## src/rtl/serial_sub_pkg.sv

```systemverilog
// Shared types and sizing helpers for the slice-serial subtractor.
// Imported by the top level; the slice datapath needs nothing from here.
package serial_sub_pkg;

    typedef enum logic [1:0] {
        IDLE = 2'd0,
        RUN  = 2'd1,
        DONE = 2'd2
    } state_e;

    function automatic int nslices(input int width, input int slice);
        return width / slice;
    endfunction

    // Slice counter width; a single-slice build still gets a 1-bit counter.
    function automatic int cnt_width(input int n);
        return (n > 1) ? $clog2(n) : 1;
    endfunction

endpackage

```

## src/rtl/slice_subtractor.sv

```systemverilog
// Combinational SLICE-bit subtract with borrow in/out: {bout, diff} = x - y - bin.
module slice_subtractor #(
    parameter int SLICE = 8
) (
    input  logic [SLICE-1:0] x,
    input  logic [SLICE-1:0] y,
    input  logic             bin,
    output logic [SLICE-1:0] diff,
    output logic             bout
);

    logic [SLICE:0] full;

    // The extra top bit of the widened difference is set exactly when x < y + bin.
    assign full = {1'b0, x} - {1'b0, y} - {{SLICE{1'b0}}, bin};
    assign diff = full[SLICE-1:0];
    assign bout = full[SLICE];

endmodule

```

## src/rtl/serial_subtractor.sv

```systemverilog
// Slice-serial unsigned subtractor d = c - a, SLICE bits per clock, LSB slice first,
// with valid/ready handshakes on operand and result sides.
module serial_subtractor
    import serial_sub_pkg::*;
#(
    parameter int WIDTH = 40,
    parameter int SLICE = 8
) (
    input  logic             clk,
    input  logic             rst,
    input  logic             in_valid,
    output logic             in_ready,
    input  logic [WIDTH-1:0] c,
    input  logic [WIDTH-1:0] a,
    output logic             out_valid,
    input  logic             out_ready,
    output logic [WIDTH-1:0] d,
    output logic             borrow
);

    localparam int             NS   = nslices(WIDTH, SLICE);
    localparam int             CW   = cnt_width(NS);
    localparam logic [CW-1:0]  LAST = CW'(NS - 1);

    if (WIDTH % SLICE != 0) begin : g_bad_width
        $error("serial_subtractor: WIDTH must be a multiple of SLICE");
    end

    state_e           state, next_state;
    logic             armed;
    logic [WIDTH-1:0] c_sr, a_sr;
    logic [WIDTH-1:0] res_next;
    logic [CW-1:0]    cnt;
    logic             borrow_r;
    logic [SLICE-1:0] diff;
    logic             bout;
    logic             accept;
    logic             last_slice;

    slice_subtractor #(.SLICE(SLICE)) u_slice (
        .x    (c_sr[SLICE-1:0]),
        .y    (a_sr[SLICE-1:0]),
        .bin  (borrow_r),
        .diff (diff),
        .bout (bout)
    );

    // armed holds in_ready low until the first edge after reset release.
    assign in_ready   = armed && (state == IDLE);
    assign out_valid  = (state == DONE);
    assign accept     = in_valid && in_ready;
    assign last_slice = (cnt == LAST);

    // NOTE: sequential state uses non-blocking assignments so every register samples pre-edge values.
    always_ff @(posedge clk or negedge rst) begin
        if (!rst) begin
            state <= IDLE;
            armed <= 1'b0;
        end else begin
            state <= next_state;
            armed <= 1'b1;
        end
    end

    // NOTE: next_state is given a default before the case so no path leaves it unassigned (no latch).
    always_comb begin
        next_state = state;
        case (state)
            IDLE:    if (accept)     next_state = RUN;
            RUN:     if (last_slice) next_state = DONE;
            DONE:    if (out_ready)  next_state = IDLE;
            default:                 next_state = IDLE;
        endcase
    end

    // Partial results enter from the top; the register only needs NS-1 slices
    // because the final slice goes straight into d.
    if (NS > 1) begin : g_multi
        logic [WIDTH-SLICE-1:0] res_sr;

        always_ff @(posedge clk or negedge rst) begin
            if (!rst) begin
                res_sr <= '0;
            end else if (state == RUN) begin
                res_sr <= res_next[WIDTH-1:SLICE];
            end
        end

        assign res_next = {diff, res_sr};
    end else begin : g_single
        assign res_next = diff;
    end

    // NOTE: the shift registers are reset like any other flop here; they are a few words, not a memory array.
    always_ff @(posedge clk or negedge rst) begin
        if (!rst) begin
            c_sr     <= '0;
            a_sr     <= '0;
            cnt      <= '0;
            borrow_r <= 1'b0;
            d        <= '0;
            borrow   <= 1'b0;
        end else begin
            case (state)
                IDLE: begin
                    if (accept) begin
                        c_sr     <= c;
                        a_sr     <= a;
                        cnt      <= '0;
                        borrow_r <= 1'b0;
                    end
                end
                RUN: begin
                    c_sr     <= c_sr >> SLICE;
                    a_sr     <= a_sr >> SLICE;
                    borrow_r <= bout;
                    cnt      <= cnt + CW'(1);
                    if (last_slice) begin
                        d      <= res_next;
                        borrow <= bout;
                    end
                end
                default: ;
            endcase
        end
    end

endmodule

```

## config.mk

```make
export PLATFORM = sky130hd
export DESIGN_NAME = serial_subtractor
export DESIGN_NICKNAME = d
export VERILOG_FILES = /design/src/rtl/serial_sub_pkg.sv /design/src/rtl/slice_subtractor.sv /design/src/rtl/serial_subtractor.sv
export SDC_FILE = /design/constraint.sdc
export NUM_CORES = 1
export LEC_CHECK = 0
export CAP_MARGIN = 20
export CORE_MARGIN = 2
export CORE_UTILIZATION = 47
export CTS_CLUSTER_DIAMETER = 50
export DETAILED_ROUTE_END_ITERATION = 16
export PLACE_DENSITY_LB_ADDON = 0.3
export SETUP_SLACK_MARGIN = 0.05
export SYNTH_ARGS = -nofsm -noshare
export SYNTH_HDL_FRONTEND = slang
export SYNTH_SLANG_ARGS = --single-unit
```

## constraint.sdc

```tcl
create_clock -name clk -period 2.1 [get_ports clk]
set_input_delay 0.315 -clock clk [delete_from_list [all_inputs] [get_ports clk]]
set_output_delay 0.315 -clock clk [all_outputs]
set_load 0.01 [all_outputs]
```

==> results of run 1 <==
what timing repair did:
item / in CTS / in global routing
hold endpoints to repair: 44 / 0
setup endpoints to repair: 12 / 12
setup buffers: 1 / 4
gates resized for setup: 8 / 23
hold buffers: 1 / 0
pin swaps: 5 / 18
final timing paths:
| check | from | to | slack [ns] | depth (start not counted) |
|---|---|---|---|---|
| max | a_sr[0]$_DFFE_PN0P_ | d[39]$_DFFE_PN0P_ | -0.03 | 7 |
| min | rst | d[5]$_DFFE_PN0P_ | 0.40 | 2 |
| max reg2reg | a_sr[0]$_DFFE_PN0P_ | d[39]$_DFFE_PN0P_ | -0.03 | 7 |
| min reg2reg | g_multi.res_sr[6]$_DFFE_PN0P_ | d[6]$_DFFE_PN0P_ | 0.47 | 2 |
| max in group asynchronous | rst | a_sr[5]$_DFFE_PN0P_ | 1.06 | 3 |
| min in group clk | c[33] | c_sr[33]$_DFFE_PN0P_ | 0.42 | 3 |
per-stage QoR:
| step | util | instance area, um^2 | hold slack [ns] | setup TNS [ns] |
|---|---|---|---|---|
| after floorplan | - | 6860 | 0.0194 | 0 |
| after global placement | 0.583 | 8380 | 0.285 | -0.0418 |
| after detailed placement | 0.583 | 8380 | 0.287 | -0.374 |
| after CTS | 0.630 | 9050 | 0.405 | 0 |
| after global routing | 0.638 | 9160 | 0.438 | -0.270 |
| final | 0.638 | 9160 | 0.403 | -0.0296 |
routing by layer:
metal  routed length [um]  global-route usage  vias to the layer above
met1                 7060               0.278                     2613
met5                    0                   0                        -
li1                     -                   -                     2701
met2                 7640               0.332                      156
met3                 1030              0.0683                       18
met4                  233              0.0601                        0
final cells by class:
cell class | count | area share
sequential | 160 | 0.437
clock inverter | 9 | 0.0169
tap | 184 | 0.0251
clock buffer | 22 | 0.0528
multi-input combinational | 515 | 0.290
timing repair buffer | 152 | 0.169
inverter | 23 | 0.00942
worst max-delay path: stages (launching register included):
cell and delay [ns]:
dfrtp_1 0.35, inv_2 0.05, fa_2 0.60, ha_4 0.15, o21ai_4 0.07, a2111oi_4 0.42, mux2i_1 0.25, o311ai_1 0.11
where the power goes:
part,switching [uW],total (uW),internal [uW]
clock network,1190,3300,2110
registers,872,5400,4530
logic,4100,7570,3470
cells by family (layout without fill, tap and decap cells):
family	after synthesis	after routing	synth area share
AOI/OAI and AO/OA	104	104	0.0973
xor gates and xnor gates	7	7	0.00894
and+or+nand+nor	383	383	0.223
adders and majority gates	18	18	0.0350
other	1	1	0.000547
buffers and inverters	68	206	0.0484
muxes	2	2	0.00292
DFF	160	160	0.584
state kept, by name, indices dropped and copies added, names as in the netlist:
| signal | count |
|---|---|
| g_multi.res_sr | 32 |
| borrow | 1 |
| a_sr | 40 |
| borrow_r | 1 |
| d | 40 |
| c_sr | 40 |
| armed | 1 |
| cnt | 3 |
| state | 2 |
layout by cell type (no fill, tap or decap), types with 8 or more instances in the layout:
cell type        instances
a31oi_1                  8
buf_4                   18
clkbuf_16               17
clkdlybuf4s50_1        124
dfrtp_1                159
ha_1                    12
inv_1                   20
nand2_1                227
nand3_1                 18
nor2_1                 120
o21ai_1                  8
o22ai_1                 65
==> reports/qor.yml, run 1 <==
route:
  vias: 5488
  ant_nets: 0
  routedWlPerCell_um: 15.0
  route.final.wire_length_um: 16000
  drcViolationCount: 0
  drt_iter0_markers: 320
  viasPerCell: 5.15
  drt-pass1-iter-count: 4
synthesis:
  synth.distinct_cells: 43
  synth.area.top_cells: "dfrtp_1 (58%), nand2_1 (12%), nor2_1 (6.6%)"
  syn_area_per_cell_um2: 9.23
  synth_cells: 743
  ys_seq_elements: 160
  ys_top_cells_by_count: "nand2_1 (227), dfrtp_1 (160), nor2_1 (120), o22ai_1 (65), buf_2 (28)"
  syn_area_um2: 6860
  syn_nets: 845
  synth_top_area_cell: "dfrtp_1"
  synth_edf_count: 0
  ys_seq_area_frac: 0.584
  ys_warn_count: 0
  synth_most_common_cell: "nand2_1"
  async_flop_share: 1.00
  ys.flop_type: "dfrtp_1"
  yosys.area.top_type_share: 0.584
flow_run:
  cap_violations: 0
floorplan:
  core-area_um2: 14400
  initial_core_util: 0.477
  dieArea_um2: 15600
  die_h_um: 125
  row_count: 44
  die_x_um: 125
  io_pins: 127
global_routing:
  grt_pass1_wl_um: 26200
  grt-ovfl-total: 0
  antenna_found_initial: 0
  grtUsageTotal: 0.210
  grt_max_degree: 63
  grt_pass1_vias: 5305
final_layout:
  num_antenna_cells: 0
  multi_input_area_um2: 2660
  fillers: 1187
  areaGrowthSynthToFinish_pct: 33.6
  layout-drive-gt1-share: 0.0919
  final-instance-count-excl-fill: 1065
  seqCellArea_um2: 4010
  nNetsFinal: 971
setup_path:
  crit_type: "reg -> reg"
  crit_path_end_kind: "flip-flop"
  cp_max_fo: 3
  critPathArrivalTime_ns: 2.41
  cp.required_ns: 2.38
  cp-start-kind: "flip-flop"
pwr:
  power_density_nw_per_um2: 1780
  p_total_uw: 16300
  cellLeakagePower_uw: 0.00434
  vdd_ir_drop_max_mv: 0.956
timing:
  fmax_mhz: 470
  slew-limit-headroom: 0.591
  fin_ws_ns: -0.0296
  rsz0062_at_grt: "yes"
  fin_skew_ns: 0.00762
  min_period_ns: 2.13
  worst_slew_pin_slew_ns: 0.614
  finalHoldViolations: 0
  final-setup-viol-count: 1
  min_period_over_period: 1.01
  slew_violations: 0
outcome:
  violations: "negative setup slack"
  status: "complete, but fails checks"
cts:
  cts_tree: "done"
  clockBufferDepth: 2
  clkTransAtPathRegs_ns: 0.06
  numClockSinks: 160
  clock-root-buffer: "clkbuf_16"
  cts_buffers: 17
  htreeDepth: 4
  clk_latency_ns: 0.42
placement:
  dp_slack_ns: -0.140
  place_hpwl_um: 10700
  gp_congestion: 0.828
  portBuffers: 126
  placed_cells: 1028
hold_path:
  hold_path.class: "in -> async"
No activity file was read; power rests on OpenSTA's default activity.
==> run 2, diff against run 1 <==
Settings changed: PLACE_DENSITY from default to 0.81, PLACE_DENSITY_LB_ADDON 0.3 to default.
==> run 2 against run 1 <==
The run still ends with negative setup slack left. Critical path depth is the same. Non-clock buffer count is the same. Sequential share of layout area grew 0.49 points. Worst setup slack gained 0.012 ns. Combinational power shrank 3.7%. Cell area shrank 1.1%. Critical endpoint unchanged. Worst hold slack gained 0.0025 ns. Global-route usage grew 1.4 points. Sequential power is essentially flat. Die area is the same. Via count grew 1.0%. Fmax grew 0.56%.
==> reports/qor.yml, run 2 (synthesized netlist as in run 1, its figures left out) <==
setup_path:
  cp.required_ns: 2.40  # was 2.38 ns
  cp-start-kind: "flip-flop"  # unchanged
  crit_path_top_delay_cell: "fa_2"  # unchanged
  cp_max_fo: 3  # unchanged
  reg2reg_depth: 7  # unchanged
  critPathArrivalTime_ns: 2.42  # was 2.41 ns
  reg2reg_to: "d[39]$_DFFE_PN0P_"  # unchanged
  slowest_delay_ns: 0.42  # was 0.60 ns
  critical-path-top-delay-family: "adder cells"  # unchanged
  reg2reg_slack_ns: -0.02  # was -0.03 ns
  crit_type: "reg -> reg"  # unchanged
  crit_path_end_kind: "flip-flop"  # unchanged
  path_buf_inv: 1  # unchanged
  crit_chain: "inv_2, fa_2, ha_1, o21ai_4, a2111oi_4, mux2i_1, o311ai_1"  # was inv_2, fa_2, ha_4, o21ai_4, a2111oi_4, mux2i_1, o311ai_1
  reg2reg_from: "borrow_r$_DFFE_PN0P_"  # was a_sr[0]$_DFFE_PN0P_
timing:
  rsz0062_at_grt: "yes"  # unchanged
  worst_slew_pin_slew_ns: 0.501  # was 0.614 ns
  fmax_mhz: 472  # was 470 MHz
  final-setup-viol-count: 1  # unchanged
  slew-limit-headroom: 0.666  # was 0.591
  min_period_ns: 2.12  # was 2.13 ns
  finalHoldViolations: 0  # unchanged
  min_period_over_period: 1.01  # about the same
  fin_ws_ns: -0.0178  # was -0.0296 ns
  slew_violations: 0  # unchanged
  fin_skew_ns: 0.00623  # was 0.00762 ns
final_layout:
  num_antenna_cells: 0  # unchanged
  layout-drive-gt1-share: 0.0862  # was 0.0919
  layout_common_cells: "nand2_1 (227), dfrtp_1 (160), clkdlybuf4s50_1 (124), nor2_1 (120), o22ai_1 (65)"  # was nand2_1 (227), dfrtp_1 (159), clkdlybuf4s50_1 (124), nor2_1 (120), o22ai_1 (65)
  areaGrowthSynthToFinish_pct: 32.1  # was 33.6%
  final_common_cell: "nand2_1"  # unchanged
  nNetsFinal: 971  # unchanged
  final-instance-count-excl-fill: 1066  # was 1065
  fin_util: 0.631  # was 0.638
  reg_top3: "a_sr: 40 flops, c_sr: 40 flops, d: 40 flops"  # unchanged
floorplan:
  initial_core_util: 0.477  # unchanged
  io_pins: 127  # unchanged
  dieArea_um2: 15600  # unchanged
  die_h_um: 125  # unchanged
  row_count: 44  # unchanged
  core-area_um2: 14400  # unchanged
  die_x_um: 125  # unchanged
cts:
  clock-root-buffer: "clkbuf_16"  # unchanged
  clkTransAtPathRegs_ns: 0.06  # about the same
  cts_tree: "done"  # unchanged
  clk_latency_ns: 0.43  # was 0.42 ns
  clockBufferDepth: 2  # unchanged
  cts_buffers: 17  # unchanged
  cts_setup_buffers: 0  # was 1
  htreeDepth: 4  # unchanged
  numClockSinks: 160  # unchanged
route:
  routedWlPerCell_um: 15.5  # was 15.0 um
  route.final.wire_length_um: 16500  # was 16000 um
  ant_nets: 0  # unchanged
  vias: 5544  # was 5488
  viasPerCell: 5.20  # was 5.15
  drt_iter0_markers: 387  # was 320
  drcViolationCount: 0  # unchanged
  drt-pass1-iter-count: 5  # was 4
outcome:
  violations: "negative setup slack"  # unchanged
  status: "complete, but fails checks"  # unchanged
global_routing:
  grtUsageTotal: 0.223  # was 0.210
  antenna_found_initial: 1  # was 0
  grt_pass1_vias: 5611  # was 5305
  grt_max_degree: 54  # was 63
  grt-ovfl-total: 0  # unchanged
  grt_pass1_wl_um: 27800  # was 26200 um
pwr:
  vdd_ir_drop_max_mv: 0.938  # was 0.956 mV
  power_density_nw_per_um2: 1750  # was 1780 nW/um^2
  cellLeakagePower_uw: 0.00429  # was 0.00434 uW
placement:
  place_hpwl_um: 11200  # was 10700 um
  gp_congestion: 0.791  # was 0.828
  portBuffers: 126  # unchanged
  placed_cells: 1033  # was 1028
flow_run:
  cap_violations: 0  # unchanged
hold_path:
  hold_path.class: "in -> async"  # unchanged
run 2: changes by cell type in the layout (fill, tap and decap cells not counted), sizes merged:
cell      change
clkinvlp      +1
clkbuf        +2
bufinv        -2
run 2: repair_timing:
item / in CTS / in global routing
hold buffers: 1 / 0
hold endpoints to repair: 48 / 0
resized for setup: 4 / 16
endpoints found under the setup margin: 13 / 12
pin swaps: 3 / 6
run 2: per-layer routing:
layer / vias to the layer above / share of wire / wire, um / global-route usage
met5: - / 0 / 0 / 0
met4: 0 / 0.014 / 238 / 0.0681
met3: 23 / 0.076 / 1250 / 0.0743
met2: 176 / 0.49 / 8120 / 0.360
met1: 2644 / 0.42 / 6880 / 0.288
li1: 2701 / - / - / -
run 2: layout make-up:
cell class / count / area, um^2
inverters: 23 / 86.3
clock inverters: 8 / 103
flip-flops and latches: 160 / 4000
repair buffers: 152 / 1510
fillers: 1176 / 5310
well taps: 184 / 230
clock buffers: 24 / 502
multi-input cells: 515 / 2630
run 2: where the power goes:
group	switching (uW)	total, uW	internal, uW
registers	889	5410	4520
logic	4030	7290	3260
clock network	1220	3120	1910
total	6140	15800	9690
run 2: how the worst max path moves through the flow:
| stage | from | to | slack (ns) | depth (start not counted) |
|---|---|---|---|---|
| CTS | borrow_r$_DFFE_PN0P_ | d[39]$_DFFE_PN0P_ | 0.02 | 8 |
| floorplan | c_sr[0]$_DFFE_PN0P_ | d[39]$_DFFE_PN0P_ | 0.05 | 6 |
| finish | borrow_r$_DFFE_PN0P_ | d[39]$_DFFE_PN0P_ | -0.02 | 7 |
| global route | c_sr[3]$_DFFE_PN0P_ | borrow_r$_DFFE_PN0P_ | -0.09 | 9 |
| global placement | c_sr[0]$_DFFE_PN0P_ | d[39]$_DFFE_PN0P_ | -0.03 | 6 |
| detailed placement | a_sr[0]$_DFFE_PN0P_ | d[39]$_DFFE_PN0P_ | -0.10 | 8 |
run 2: metrics by stage:
step / area (um^2) / setup TNS (ns) / worst slack [ns] / total power (uW) / hold slack, ns
6_report: 9060 / -0.0178 / -0.0178 / 15800 / 0.406
5_1_grt: 9060 / -0.199 / -0.0884 / 17000 / 0.438
4_1_cts: 8990 / 0 / 0.0179 / 15500 / 0.394
3_5_place_dp: 8380 / -0.190 / -0.100 / 12200 / 0.300
3_3_place_gp: 8380 / -0.0344 / -0.0323 / 12000 / 0.298
2_1_floorplan: 6860 / 0 / 0.0501 / 9960 / 0.0194
